## config.mk

```make
export PLATFORM = sky130hd
export DESIGN_NAME = axi_soc_master_flat
export DESIGN_NICKNAME = d
export VERILOG_FILES = /design/src/rtl/axi_soc_pkg.sv /design/src/rtl/axi_soc_if.sv /design/src/rtl/axi_soc_timeout.sv /design/src/rtl/axi_soc_master.sv /design/src/flat_wrapper.sv
export SDC_FILE = /design/constraint.sdc
export NUM_CORES = 1
export LEC_CHECK = 0
export ABC_AREA = 1
export CORE_UTILIZATION = 40
export DETAILED_ROUTE_END_ITERATION = 8
export GPL_TIMING_DRIVEN = 0
export PLACE_DENSITY = 0.85
export SYNTH_ARGS = -nofsm -noshare
export SYNTH_HDL_FRONTEND = slang
export SYNTH_HIERARCHICAL = 1
export SYNTH_SLANG_ARGS = --single-unit
```

## constraint.sdc

```tcl
create_clock -name clk -period 2.2 [get_ports clk]
set_input_delay 0.22 -clock clk [delete_from_list [all_inputs] [get_ports clk]]
set_output_delay 0.22 -clock clk [all_outputs]
set_load 0.02 [all_outputs]
```

## src/rtl/axi_soc_pkg.sv

```systemverilog
// axi_soc_pkg
//   Shared types and default constants for the AXI-style SoC master.
//   - state_t  : controller states (also exported on the debug port)
//   - opcode_t : 2-bit operation code forwarded to the slave
//   - DEF_*    : default address/data widths and phase timeout
package axi_soc_pkg;

    localparam int DEF_ADDR_W  = 32;
    localparam int DEF_DATA_W  = 32;
    localparam int DEF_TIMEOUT = 255;

    typedef enum logic [2:0] {
        S_IDLE    = 3'd0,
        S_WRITE   = 3'd1,
        S_RD_ADDR = 3'd2,
        S_RD_DATA = 3'd3,
        S_RESP    = 3'd4
    } state_t;

    typedef logic [1:0] opcode_t;

endpackage

```

## src/rtl/axi_soc_if.sv

```systemverilog
// axi_soc_if
//   Bundles the CPU-side command/response handshakes and the AW/W/AR/R
//   slave channels of the SoC master.
//   Modports:
//     master : view of axi_soc_master (drives cmd_ready, rsp_*, channel
//              valids/payloads, read_data_ready, opcode)
//     slave  : view of the environment (CPU + memory slave)
//
// Handshake rule for every valid/ready pair below: a transfer happens on a
// rising clock edge where both valid and ready are 1. Once valid is raised
// its payload is held stable and valid stays high until that transfer
// (or a timeout/reset abandons it). ready may change freely and is allowed
// to be high before valid.
interface axi_soc_if
    import axi_soc_pkg::*;
#(
    parameter int ADDR_W = DEF_ADDR_W,
    parameter int DATA_W = DEF_DATA_W
) ();

    // CPU command
    logic              cmd_valid;
    logic              cmd_ready;
    logic              cmd_write;
    logic [ADDR_W-1:0] cmd_addr;
    logic [DATA_W-1:0] cmd_wdata;
    opcode_t           cmd_opcode;

    // CPU response
    logic              rsp_valid;
    logic              rsp_ready;
    logic [DATA_W-1:0] rsp_rdata;
    logic              rsp_err;

    // AW channel
    logic [ADDR_W-1:0] write_addr;
    logic              write_addr_valid;
    logic              write_addr_ready;

    // W channel
    logic [DATA_W-1:0] write_data;
    logic              write_data_valid;
    logic              write_data_ready;

    // AR channel
    logic [ADDR_W-1:0] read_addr;
    logic              read_addr_valid;
    logic              read_addr_ready;

    // R channel
    logic [DATA_W-1:0] read_data;
    logic              read_data_valid;
    logic              read_data_ready;

    // Opcode of the most recently accepted command
    opcode_t           opcode;

    modport master (
        input  cmd_valid, cmd_write, cmd_addr, cmd_wdata, cmd_opcode,
        output cmd_ready,
        output rsp_valid, rsp_rdata, rsp_err,
        input  rsp_ready,
        output write_addr, write_addr_valid,
        input  write_addr_ready,
        output write_data, write_data_valid,
        input  write_data_ready,
        output read_addr, read_addr_valid,
        input  read_addr_ready,
        input  read_data, read_data_valid,
        output read_data_ready,
        output opcode
    );

    modport slave (
        output cmd_valid, cmd_write, cmd_addr, cmd_wdata, cmd_opcode,
        input  cmd_ready,
        input  rsp_valid, rsp_rdata, rsp_err,
        output rsp_ready,
        input  write_addr, write_addr_valid,
        output write_addr_ready,
        input  write_data, write_data_valid,
        output write_data_ready,
        input  read_addr, read_addr_valid,
        output read_addr_ready,
        output read_data, read_data_valid,
        input  read_data_ready,
        input  opcode
    );

endinterface

```

## src/rtl/axi_soc_timeout.sv

```systemverilog
// axi_soc_timeout
//   Per-phase wait counter. Counts cycles while enable is high and flags
//   the cycle in which the count would reach TIMEOUT.
//   Ports:
//     clk, rstn : clock, synchronous active-low reset
//     clear     : zero the count (wins over enable)
//     enable    : a channel phase is waiting this cycle
//     expired   : this is the TIMEOUT-th waiting cycle of the phase
module axi_soc_timeout
    import axi_soc_pkg::*;
#(
    parameter int TIMEOUT = DEF_TIMEOUT
) (
    input  logic clk,
    input  logic rstn,
    input  logic clear,
    input  logic enable,
    output logic expired
);

    localparam int CNT_W = $clog2(TIMEOUT + 1);
    localparam logic [CNT_W-1:0] CNT_MAX  = CNT_W'(TIMEOUT);
    localparam logic [CNT_W-1:0] CNT_LAST = CNT_W'(TIMEOUT - 1);

    logic [CNT_W-1:0] count;

    // Saturates at TIMEOUT so a stalled enable can never wrap back to zero.
    always_ff @(posedge clk) begin
        if (!rstn) begin
            count <= '0;
        end else if (clear) begin
            count <= '0;
        end else if (enable && (count != CNT_MAX)) begin
            count <= count + 1'b1;
        end
    end

    // The count starts at 0 on phase entry, so the TIMEOUT-th waiting cycle
    // is the one where the count holds TIMEOUT-1 and would step to TIMEOUT.
    assign expired = enable && (count == CNT_LAST);

endmodule

```

## src/rtl/axi_soc_master.sv

```systemverilog
// axi_soc_master
//   Turns single CPU read/write commands into AW+W or AR+R channel
//   transactions and returns one response per command. Each waiting phase
//   is bounded by TIMEOUT cycles; on expiry the phase is abandoned and an
//   error response is returned.
//   Ports:
//     clk, rstn : clock, synchronous active-low reset
//     bus       : axi_soc_if master modport (command, response, channels)
//     dbg_state : current controller state
module axi_soc_master
    import axi_soc_pkg::*;
#(
    parameter int ADDR_W  = DEF_ADDR_W,
    parameter int DATA_W  = DEF_DATA_W,
    parameter int TIMEOUT = DEF_TIMEOUT
) (
    input  logic       clk,
    input  logic       rstn,
    axi_soc_if.master  bus,
    output state_t     dbg_state
);

    state_t state;
    logic   tmo_clear;
    logic   tmo_en;
    logic   tmo_expired;
    logic   aw_done;
    logic   w_done;

    assign dbg_state     = state;
    assign bus.cmd_ready = (state == S_IDLE);

    // A channel counts as done if its handshake already happened (valid
    // dropped) or is happening in this cycle.
    assign aw_done = !bus.write_addr_valid || bus.write_addr_ready;
    assign w_done  = !bus.write_data_valid || bus.write_data_ready;

    assign tmo_en = (state == S_WRITE) || (state == S_RD_ADDR) ||
                    (state == S_RD_DATA);
    // Outside the waiting states the counter is held at zero; the AR->R
    // hand-over also restarts it so RD_DATA gets its own full budget.
    assign tmo_clear = !tmo_en ||
        ((state == S_RD_ADDR) && bus.read_addr_valid && bus.read_addr_ready);

    axi_soc_timeout #(.TIMEOUT(TIMEOUT)) u_timeout (
        .clk     (clk),
        .rstn    (rstn),
        .clear   (tmo_clear),
        .enable  (tmo_en),
        .expired (tmo_expired)
    );

    always_ff @(posedge clk) begin
        if (!rstn) begin
            state                <= S_IDLE;
            bus.write_addr_valid <= 1'b0;
            bus.write_data_valid <= 1'b0;
            bus.read_addr_valid  <= 1'b0;
            bus.read_data_ready  <= 1'b0;
            bus.rsp_valid        <= 1'b0;
            bus.rsp_err          <= 1'b0;
            bus.rsp_rdata        <= {DATA_W{1'b0}};
            bus.write_addr       <= {ADDR_W{1'b0}};
            bus.write_data       <= {DATA_W{1'b0}};
            bus.read_addr        <= {ADDR_W{1'b0}};
            bus.opcode           <= '0;
        end else begin
            case (state)
                S_IDLE: begin
                    if (bus.cmd_valid) begin
                        bus.opcode    <= bus.cmd_opcode;
                        bus.rsp_err   <= 1'b0;
                        bus.rsp_rdata <= {DATA_W{1'b0}};
                        if (bus.cmd_write) begin
                            bus.write_addr       <= bus.cmd_addr;
                            bus.write_data       <= bus.cmd_wdata;
                            bus.write_addr_valid <= 1'b1;
                            bus.write_data_valid <= 1'b1;
                            state                <= S_WRITE;
                        end else begin
                            bus.read_addr       <= bus.cmd_addr;
                            bus.read_addr_valid <= 1'b1;
                            state               <= S_RD_ADDR;
                        end
                    end
                end

                S_WRITE: begin
                    if (bus.write_addr_valid && bus.write_addr_ready)
                        bus.write_addr_valid <= 1'b0;
                    if (bus.write_data_valid && bus.write_data_ready)
                        bus.write_data_valid <= 1'b0;
                    // Completion is checked first so a handshake landing on
                    // the expiry cycle still counts as success.
                    if (aw_done && w_done) begin
                        bus.rsp_valid <= 1'b1;
                        state         <= S_RESP;
                    end else if (tmo_expired) begin
                        bus.write_addr_valid <= 1'b0;
                        bus.write_data_valid <= 1'b0;
                        bus.rsp_err          <= 1'b1;
                        bus.rsp_rdata        <= {DATA_W{1'b0}};
                        bus.rsp_valid        <= 1'b1;
                        state                <= S_RESP;
                    end
                end

                S_RD_ADDR: begin
                    if (bus.read_addr_valid && bus.read_addr_ready) begin
                        bus.read_addr_valid <= 1'b0;
                        bus.read_data_ready <= 1'b1;
                        state               <= S_RD_DATA;
                    end else if (tmo_expired) begin
                        bus.read_addr_valid <= 1'b0;
                        bus.rsp_err         <= 1'b1;
                        bus.rsp_rdata       <= {DATA_W{1'b0}};
                        bus.rsp_valid       <= 1'b1;
                        state               <= S_RESP;
                    end
                end

                S_RD_DATA: begin
                    if (bus.read_data_valid) begin
                        bus.rsp_rdata       <= bus.read_data;
                        bus.read_data_ready <= 1'b0;
                        bus.rsp_valid       <= 1'b1;
                        state               <= S_RESP;
                    end else if (tmo_expired) begin
                        bus.read_data_ready <= 1'b0;
                        bus.rsp_err         <= 1'b1;
                        bus.rsp_rdata       <= {DATA_W{1'b0}};
                        bus.rsp_valid       <= 1'b1;
                        state               <= S_RESP;
                    end
                end

                S_RESP: begin
                    // Returning to IDLE guarantees at least one cycle with
                    // cmd_ready high before the next command is taken.
                    if (bus.rsp_ready) begin
                        bus.rsp_valid <= 1'b0;
                        state         <= S_IDLE;
                    end
                end

                default: state <= S_IDLE;
            endcase
        end
    end

endmodule

```

## src/flat_wrapper.sv

```systemverilog
// flat-port wrapper written by rule: the top's interface ports become plain ports
module axi_soc_master_flat import axi_soc_pkg::*;
#(
    parameter int ADDR_W  = DEF_ADDR_W,
    parameter int DATA_W  = DEF_DATA_W,
    parameter int TIMEOUT = DEF_TIMEOUT
)
  (clk, rstn, dbg_state, bus_cmd_valid, bus_cmd_write, bus_cmd_addr, bus_cmd_wdata, bus_cmd_opcode, bus_cmd_ready, bus_rsp_valid, bus_rsp_rdata, bus_rsp_err, bus_rsp_ready, bus_write_addr, bus_write_addr_valid, bus_write_addr_ready, bus_write_data, bus_write_data_valid, bus_write_data_ready, bus_read_addr, bus_read_addr_valid, bus_read_addr_ready, bus_read_data, bus_read_data_valid, bus_read_data_ready, bus_opcode);
  axi_soc_if #(.ADDR_W(ADDR_W), .DATA_W(DATA_W)) bus_i ();
  input  logic clk;
  input  logic rstn;
  output state_t dbg_state;
  input wire logic [$bits(bus_i.cmd_valid)-1:0] bus_cmd_valid;
  input wire logic [$bits(bus_i.cmd_write)-1:0] bus_cmd_write;
  input wire logic [$bits(bus_i.cmd_addr)-1:0] bus_cmd_addr;
  input wire logic [$bits(bus_i.cmd_wdata)-1:0] bus_cmd_wdata;
  input wire logic [$bits(bus_i.cmd_opcode)-1:0] bus_cmd_opcode;
  output wire logic [$bits(bus_i.cmd_ready)-1:0] bus_cmd_ready;
  output wire logic [$bits(bus_i.rsp_valid)-1:0] bus_rsp_valid;
  output wire logic [$bits(bus_i.rsp_rdata)-1:0] bus_rsp_rdata;
  output wire logic [$bits(bus_i.rsp_err)-1:0] bus_rsp_err;
  input wire logic [$bits(bus_i.rsp_ready)-1:0] bus_rsp_ready;
  output wire logic [$bits(bus_i.write_addr)-1:0] bus_write_addr;
  output wire logic [$bits(bus_i.write_addr_valid)-1:0] bus_write_addr_valid;
  input wire logic [$bits(bus_i.write_addr_ready)-1:0] bus_write_addr_ready;
  output wire logic [$bits(bus_i.write_data)-1:0] bus_write_data;
  output wire logic [$bits(bus_i.write_data_valid)-1:0] bus_write_data_valid;
  input wire logic [$bits(bus_i.write_data_ready)-1:0] bus_write_data_ready;
  output wire logic [$bits(bus_i.read_addr)-1:0] bus_read_addr;
  output wire logic [$bits(bus_i.read_addr_valid)-1:0] bus_read_addr_valid;
  input wire logic [$bits(bus_i.read_addr_ready)-1:0] bus_read_addr_ready;
  input wire logic [$bits(bus_i.read_data)-1:0] bus_read_data;
  input wire logic [$bits(bus_i.read_data_valid)-1:0] bus_read_data_valid;
  output wire logic [$bits(bus_i.read_data_ready)-1:0] bus_read_data_ready;
  output wire logic [$bits(bus_i.opcode)-1:0] bus_opcode;
  assign bus_i.cmd_valid = bus_cmd_valid;
  assign bus_i.cmd_write = bus_cmd_write;
  assign bus_i.cmd_addr = bus_cmd_addr;
  assign bus_i.cmd_wdata = bus_cmd_wdata;
  assign bus_i.cmd_opcode = bus_cmd_opcode;
  assign bus_cmd_ready = bus_i.cmd_ready;
  assign bus_rsp_valid = bus_i.rsp_valid;
  assign bus_rsp_rdata = bus_i.rsp_rdata;
  assign bus_rsp_err = bus_i.rsp_err;
  assign bus_i.rsp_ready = bus_rsp_ready;
  assign bus_write_addr = bus_i.write_addr;
  assign bus_write_addr_valid = bus_i.write_addr_valid;
  assign bus_i.write_addr_ready = bus_write_addr_ready;
  assign bus_write_data = bus_i.write_data;
  assign bus_write_data_valid = bus_i.write_data_valid;
  assign bus_i.write_data_ready = bus_write_data_ready;
  assign bus_read_addr = bus_i.read_addr;
  assign bus_read_addr_valid = bus_i.read_addr_valid;
  assign bus_i.read_addr_ready = bus_read_addr_ready;
  assign bus_i.read_data = bus_read_data;
  assign bus_i.read_data_valid = bus_read_data_valid;
  assign bus_read_data_ready = bus_i.read_data_ready;
  assign bus_opcode = bus_i.opcode;
  axi_soc_master #(.ADDR_W(ADDR_W), .DATA_W(DATA_W), .TIMEOUT(TIMEOUT)) u_core (.clk(clk), .rstn(rstn), .bus(bus_i), .dbg_state(dbg_state));
endmodule
```

Word level (Yosys, flattened, before mapping)
Index checks and enable logic that the tools add are counted.
{"block": "op_classes", "addsub": 1, "multipliers": 0, "div_mod_pow": 0, "magnitude_cmp": 0, "n_eq_ne": 16, "shifts": 0, "n_mux": 44, "bitwise": 2, "reduce_logical": 33}
{"op": "2-to-1 mux 32 bit", "count": 5}
{"op": "one-hot mux 32 bit (4 select lines)", "count": 1}
{"op": "2-to-1 mux 1 bit", "count": 24}
{"op": "2-to-1 mux 3 bit", "count": 6}
{"op": "inequality test 2 bit, second input constant", "count": 8}
{"op": "one-hot mux 3 bit (5 select lines)", "count": 1}
{"op": "AND reduction 3 bit", "count": 5}
{"op": "adder 8 x 1 -> 8 bit, second input constant", "count": 1}
{"op": "== test 8 bit, second input constant", "count": 1}
{"op": "logical AND 1 bit", "count": 8}
{"op": "inequality test 8 bit, second input constant", "count": 1}
{"op": "one-hot mux 1 bit (2 select lines)", "count": 4}
{"op": "one-hot mux 1 bit (4 select lines)", "count": 2}
{"op": "AND reduction 4 bit", "count": 2}
{"op": "nonzero test 4 bit", "count": 2}
{"op": "== test 3 x 2 -> 1 bit, second input constant", "count": 2}
{"op": "inequality test 3 x 2 -> 1 bit, second input constant", "count": 2}
{"op": "nonzero test 2 bit", "count": 3}
{"op": "logical OR 1 bit", "count": 5}
{"op": "AND reduction 5 bit", "count": 1}
{"op": "AND reduction 2 bit", "count": 2}
{"op": "== test 3 x 1 -> 1 bit, second input constant", "count": 1}
{"op": "== test 3 bit, second input constant", "count": 1}
{"op": "logical NOT 1 bit", "count": 3}
{"op": "4 further kinds", "count": 5}
{"block": "word_totals", "regBits": 147, "latchBits": 0, "ram_bits": 0, "romBits": 0, "in_bits": 107, "output_inout_bits": 140, "word_cells": 109, "mem_count": 0}

Logic depth before layout (Yosys ltp)
{"block": "logic_depth", "ltp_word": 7, "mapped_depth": 12, "ltp_nobuf": 10}

Modules after synthesis
Netlist, hierarchy kept.
{"mod": "axi_soc_master", "n_inst": 1, "cells_per_inst": 912, "area_per_inst_um2": 6364.9, "seq_area_each_um2": 2782.7}
{"mod": "axi_soc_timeout", "n_inst": 1, "cells_per_inst": 66, "area_per_inst_um2": 446.7, "seq_area_each_um2": 160.2}

Worst setup path before layout
Ideal clock, no wire load.
{"block": "synth_path", "kind": "register to register", "start": "register u_core.state[0], in the netlist u_core/dbg_state[0]", "end": "register u_core.state[1], in the netlist u_core/dbg_state[1]", "setup_ns": 0.128, "t_arrival_ns": 1.992, "required_time_ns": 2.072, "path_slack_ns": 0.080, "stages_incl_launch_ff": 12, "path_buffers": 2, "synth_period_minus_slack_ns": 2.120, "path_cell_list": "dfxtp_1 nor2_4 nor2_1 inv_1 nor2_1 clkbuf_1 clkbuf_1 nor2_1 o21ai_0 o211ai_1 nand2_1 nor2_1"}
{"block": "synth_between", "elab_chain_cells": 7, "elab_cells_between_ends": 16, "cone_classes": "6 x eq/ne; 5 x mux; 5 x reduce/logical"}
{"item": "from (decl)", "line_no": "axi_soc_master.sv:23", "rtl": "state_t state;"}
{"item": "from (signal assigned)", "line_no": "axi_soc_master.sv:55", "rtl": "state <= S_IDLE;"}
{"item": "from (signal assigned)", "line_no": "axi_soc_master.sv:79", "rtl": "state <= S_WRITE;"}
{"item": "from (signal assigned)", "line_no": "axi_soc_master.sv:83", "rtl": "state <= S_RD_ADDR;"}
{"item": "== test 3 x 1 -> 1 bit / == test 3 x 2 -> 1 bit (equally long branches)", "line_no": "axi_soc_master.sv:38", "rtl": "assign tmo_en = (state == S_WRITE) || (state == S_RD_ADDR) ||"}
{"item": "logical OR 1 bit", "line_no": "axi_soc_master.sv:38"}
{"item": "logical OR 1 bit (*)", "line_no": "axi_soc_master.sv:38"}
{"item": "named net u_core.tmo_en", "line_no": "axi_soc_master.sv:25", "rtl": "logic tmo_en;"}
{"item": "logical AND 1 bit (*)", "line_no": "axi_soc_timeout.sv:40", "rtl": "assign expired = enable && (count == CNT_LAST);"}
{"item": "named net u_core.tmo_expired", "line_no": "axi_soc_master.sv:26", "rtl": "logic tmo_expired;"}
{"item": "2-to-1 mux 3 bit (*)"}
{"item": "2-to-1 mux 3 bit (on tied branches)"}
{"item": "one-hot mux 3 bit (5 select lines) (*)", "line_no": "axi_soc_master.sv:68", "rtl": "case (state)"}
Mark *: on every way through the listed nets, which the timed path passes. The rest lies on a longest branch.
A chain may end at the register's enable or synchronous reset.

Final worst setup path
{"block": "layout_path", "start": "register u_core.state[0], in the netlist u_core/dbg_state[0]", "end": "output bus_cmd_ready"}
{"block": "layout_between", "elab_chain_cells": 1}
{"item": "logical NOT 3 bit", "line_no": "axi_soc_master.sv:31", "rtl": "assign bus.cmd_ready = (state == S_IDLE);"}
{"item": "to (decl)", "line_no": "flat_wrapper.sv:18", "rtl": "output wire logic [$bits(bus_i.cmd_ready)-1:0] bus_cmd_ready;"}
Every way passes these cells.

==> impl.org <==
** Outcome
- Outcome :: finished with violations
- Violated checks :: design-rule violations

** Die
- Overall die area :: around 18000 um2
- Core box area :: 16600 um2
- Die X-Extent :: 132 um
- For this configuration, the core starts out at a cell density of 0.411.
- # IOs :: between 200 and 250
- Row Count :: between 40 and 50
- Die Height :: 132 um

** Worst setup path
- In this run the worst setup path begins at u_core/dbg_state[0].
- Nature of the critical path startpoint :: flop
- Of all nets on the critical path, the largest fanout is 6.
- Slowest CP cell :: clkdlybuf4s50_1
- Reg2Reg Launch Point :: u_core/dbg_state[0]
- Number of buffer and inverter stages on the critical path :: 2
- The critical path is of the reg -> out type.
- Traced cell by cell, the critical path runs through nor2_4 > nand2_4 > inv_4 > clkdlybuf4s50_1.
- STA classifies the critical path endpoint as an output pin.
- Delay of the slowest critical-path stage :: 610 ps
- CP arrival :: 1830 ps
- For the worst setup path, the data required time is 1980 ps.
- RR Endpoint :: u_core/bus.read_addr_valid
- In this design, the largest share of critical-path delay is due to buffers and inverters.
- Across all register-to-register paths, the minimum setup slack is roughly 230 ps.
- Count of cells along the worst register-to-register path :: 12

** Place
- At the end of routability-driven placement, the weighted congestion stood at 0.871.
- Placed Cells :: 1444
- OpenSTA, run right after detailed placement, puts the worst setup slack at -252 ps.
- Total of buffers placed on input and output ports :: 246
- Post-DP Area :: 9550 um2
- Estimated wirelength of the detail-placed design :: 16200 um

** Global route
- Global routing usage summed across all routing layers :: 0.248
- For met2 alone, demand over resource in global routing was 0.428.
- Entering global routing, the biggest net connects 17 pins.
- For met1 alone, demand over resource in global routing was 0.275.
- The layer flagged by global routing as most heavily used is met2.
- Number of global-route vias before repair :: between 7000 and 8000
- For this run, global-route usage on met3 was measured as 0.0920.
- GRT overflow :: 0
- The number of antenna violations at the first check in global routing came to 1.
- The first global-routing pass estimated 34600 um of wire.

** Clock network
- Clock-pin slew was measured on the worst setup and hold paths at 60 ps.
- Source-to-sink clock delay at the later pin of the worst-skew pair :: 430 ps
- TritonCTS built the clock tree.
- CTS Root Buffer Type :: clkbuf_16
- The tree built by TritonCTS fans out to 147 sinks.
- Number of buffers added by the clock tree synthesis step :: 17
- Buffer levels on the longest clock path :: 2
- Gates resized during post-CTS repair numbered 9.
- The H-tree was split into 4 levels.
- The number of hold buffers added after CTS was 0.
- Post-CTS setup buffer count :: 0

** Yosys
- Yosys printed 6 warnings.
- Syn nets :: 1087
- Summing every instance area after synthesis gives 6810 um2.
- The synthesized-area fraction occupied by ao, oa, aoi and oai cells is 0.184.
- Post-synthesis area per instance :: 6.96 um2
- After synthesis, the share of cell area in mux cells is 0.
- #FFs+latches synth :: 147
- Of the total synthesized cell area, the portion taken by full adders, half adders and majority gates is 0.00367.
- By area, the combinational part of the netlist is dominated by simple AND/OR/NAND/NOR gates.
- Async SR Flop Fraction :: 0
- Synth Area in XOR/XNOR :: 0.00257
- Number of distinct standard cells referenced by the synthesized netlist :: 35
- Dominant cell type by area after synthesis :: dfxtp_1
- Number of standard cells after synthesis :: between 900 and 1000
- In this run, synthesis inferred 0 flip-flops with an integrated enable.
- Most area-consuming cells after synthesis :: dfxtp_1, o21ai_0, a21oi_1, nand2_1, nor2_1
- The share of the Yosys chip area taken by registers is 0.432.
- Basic-gate share of the synthesized area counting and, or, nand and nor cells :: 0.260
- For this run, the leading register cell type out of synthesis is dfxtp_1.
- The share of synthesized area in the top cell type comes to 0.432.

** Routing
- Vias post-DR :: 7343
- Summed over all layers, the routed wires come to 22000 um.
- For this run, the detailed router's first-pass iteration total came to 7.
- After the first detailed-routing iteration, the DRC count stood at 459.
- The count of nets left with antenna violations once routing finished came out at 0.
- Using the TritonRoute via totals, the vias-per-cell ratio works out to 4.97.
- In the routed design, unresolved DRC markers number 1.
- Mean routed wirelength per cell :: roughly 15 um

** STA
- Max Clk Rate :: 489 MHz
- Relative max-transition margin :: 0.549
- Summed over all failing endpoints, the final setup total negative slack is 0 ps.
- The number of failing hold endpoints at the final stage is 0.
- The count of final max-slew check failures is 0.
- Least setup slack across all paths after layout :: 154 ps
- Setup skew after layout :: 11.0 ps
- The worst path in the final design needs a cycle of 2050 ps, including I/O delays and setup.
- Measured slew at the worst slew-check pin :: 677 ps
- Setup repair after global routing left no endpoint under its margin.
- In the finished design, the share of the clock period the worst path needs comes to 0.930.
- Final count of negative-setup-slack endpoints :: 0
- Post-Route Hold Slack :: 386 ps

** Power
- In this run the power density over the cells is 737 nW/um2.
- Summed over all cells, the static leakage comes to 3.98 nW.
- The worst-case IR drop observed on VDD is 572 uV.
- Overall Power :: 7.48 mW

** Layout
- Commonest non-fill, non-tap cell in the layout :: clkdlybuf4s50_1
- The filler cells instantiated in the layout total 1468.
- FF/Latch Area :: 2950 um2
- For this run, the post-layout net count is 1352.
- The multi-input combinational cells in the finished layout cover a total of 3070 um2.
- The finished layout holds around 1500 standard cells, fillers aside.
- Cell area after layout :: 10200 um2
- In the layout the commonest cells are clkdlybuf4s50_1, dfxtp_1, nand2_1, nor2_1, inv_1.
- At the end of the flow the core is filled with cells to 0.612.
- Area growth syn-to-layout :: 49.1%
- In the final layout, the share of cells above drive strength 1 is 0.104.

** Worst hold path
- Path type of the worst min-delay path :: in -> reg
- For hold timing, the worst endpoint is u_core/bus.opcode[0].
- Hold wc startpoint :: bus_cmd_opcode[0]
- Hold path cells :: 3

** Job
- Max-cap violations in this run came to 0.
[synth_stat cells (6+ instances only)]
master / instances
nor2_1: 126
nand2_2: 6
o21ai_1: 31
nand2_1: 130
a21oi_1: 105
nand3_1: 77
dfxtp_1: 147
inv_1: 118
buf_4: 7
o21ai_0: 106
or2_2: 32
clkbuf_1: 31
buf_2: 17
[report_power, final]
| part | leakage [nW] | internal, mW | total, mW | switching (mW) |
|---|---|---|---|---|
| combinational | 2.50 | 0.721 | 1.62 | 0.896 |
| sequential | 1.20 | 2.84 | 2.95 | 0.110 |
| clock | 0.277 | 1.71 | 2.91 | 1.20 |
| total | 3.98 | 5.28 | 7.48 | 2.20 |
[metal layers]
layer	up-vias	routed length, um
met5	-	0
met4	0	550
met3	33	2300
met2	309	10700
met1	3338	8460
li1	3663	-
[worst register-to-register path, delay by kind of cell (launching register included)]
family / cells / cell delay [ps]
AO/OA/AOI/OAI: 1 / 110
flip-flops: 1 / 430
AND/OR/NAND/NOR: 6 / 670
buffers and inverters: 5 / 690
[cell families after synthesis]
| group | Yosys count |
|---|---|
| AND/OR/NAND/NOR | 389 |
| flip-flops | 147 |
| AO/OA/AOI/OAI | 248 |
| XOR/XNOR | 2 |
| adder cells (fa/ha/maj) | 2 |
| buffers and inverters | 190 |
[worst max path at each step]
stage          slack (ps)  cells past startpoint                         end
2_1_floorplan          80                     11         u_core/dbg_state[1]
3_3_place_gp         -200                     12  u_core/bus.read_addr_valid
3_5_place_dp         -250                     12  u_core/bus.read_addr_valid
4_1_cts                70                     12  u_core/bus.read_addr_valid
5_1_grt                10                     12  u_core/bus.read_addr_valid
6_report              150                      4               bus_cmd_ready
[registers in the layout, indices dropped and copies added, names as in the netlist]
signal                       count
u_core/bus.write_data           32
u_core/dbg_state                 3
u_core/bus.read_addr            32
u_core/bus.write_addr_valid      1
u_core/u_timeout/count           8
u_core/bus.rsp_valid             1
u_core/bus.rsp_rdata            32
u_core/bus.write_addr           32
u_core/bus.read_data_ready       1
u_core/bus.write_data_valid      1
u_core/bus.opcode                2
u_core/bus.read_addr_valid       1
u_core/bus.rsp_err               1
[cell type report]
class,count,share of cell area
multi-input combinational,641,0.302
sequential,147,0.290
timing repair buffer,246,0.242
inverter,125,0.0464
clock buffer,19,0.0436
buffer,65,0.0338
tap,220,0.0271
clock inverter,13,0.0145
antenna,1,0.000246
(Power assumes the default switching activity.)
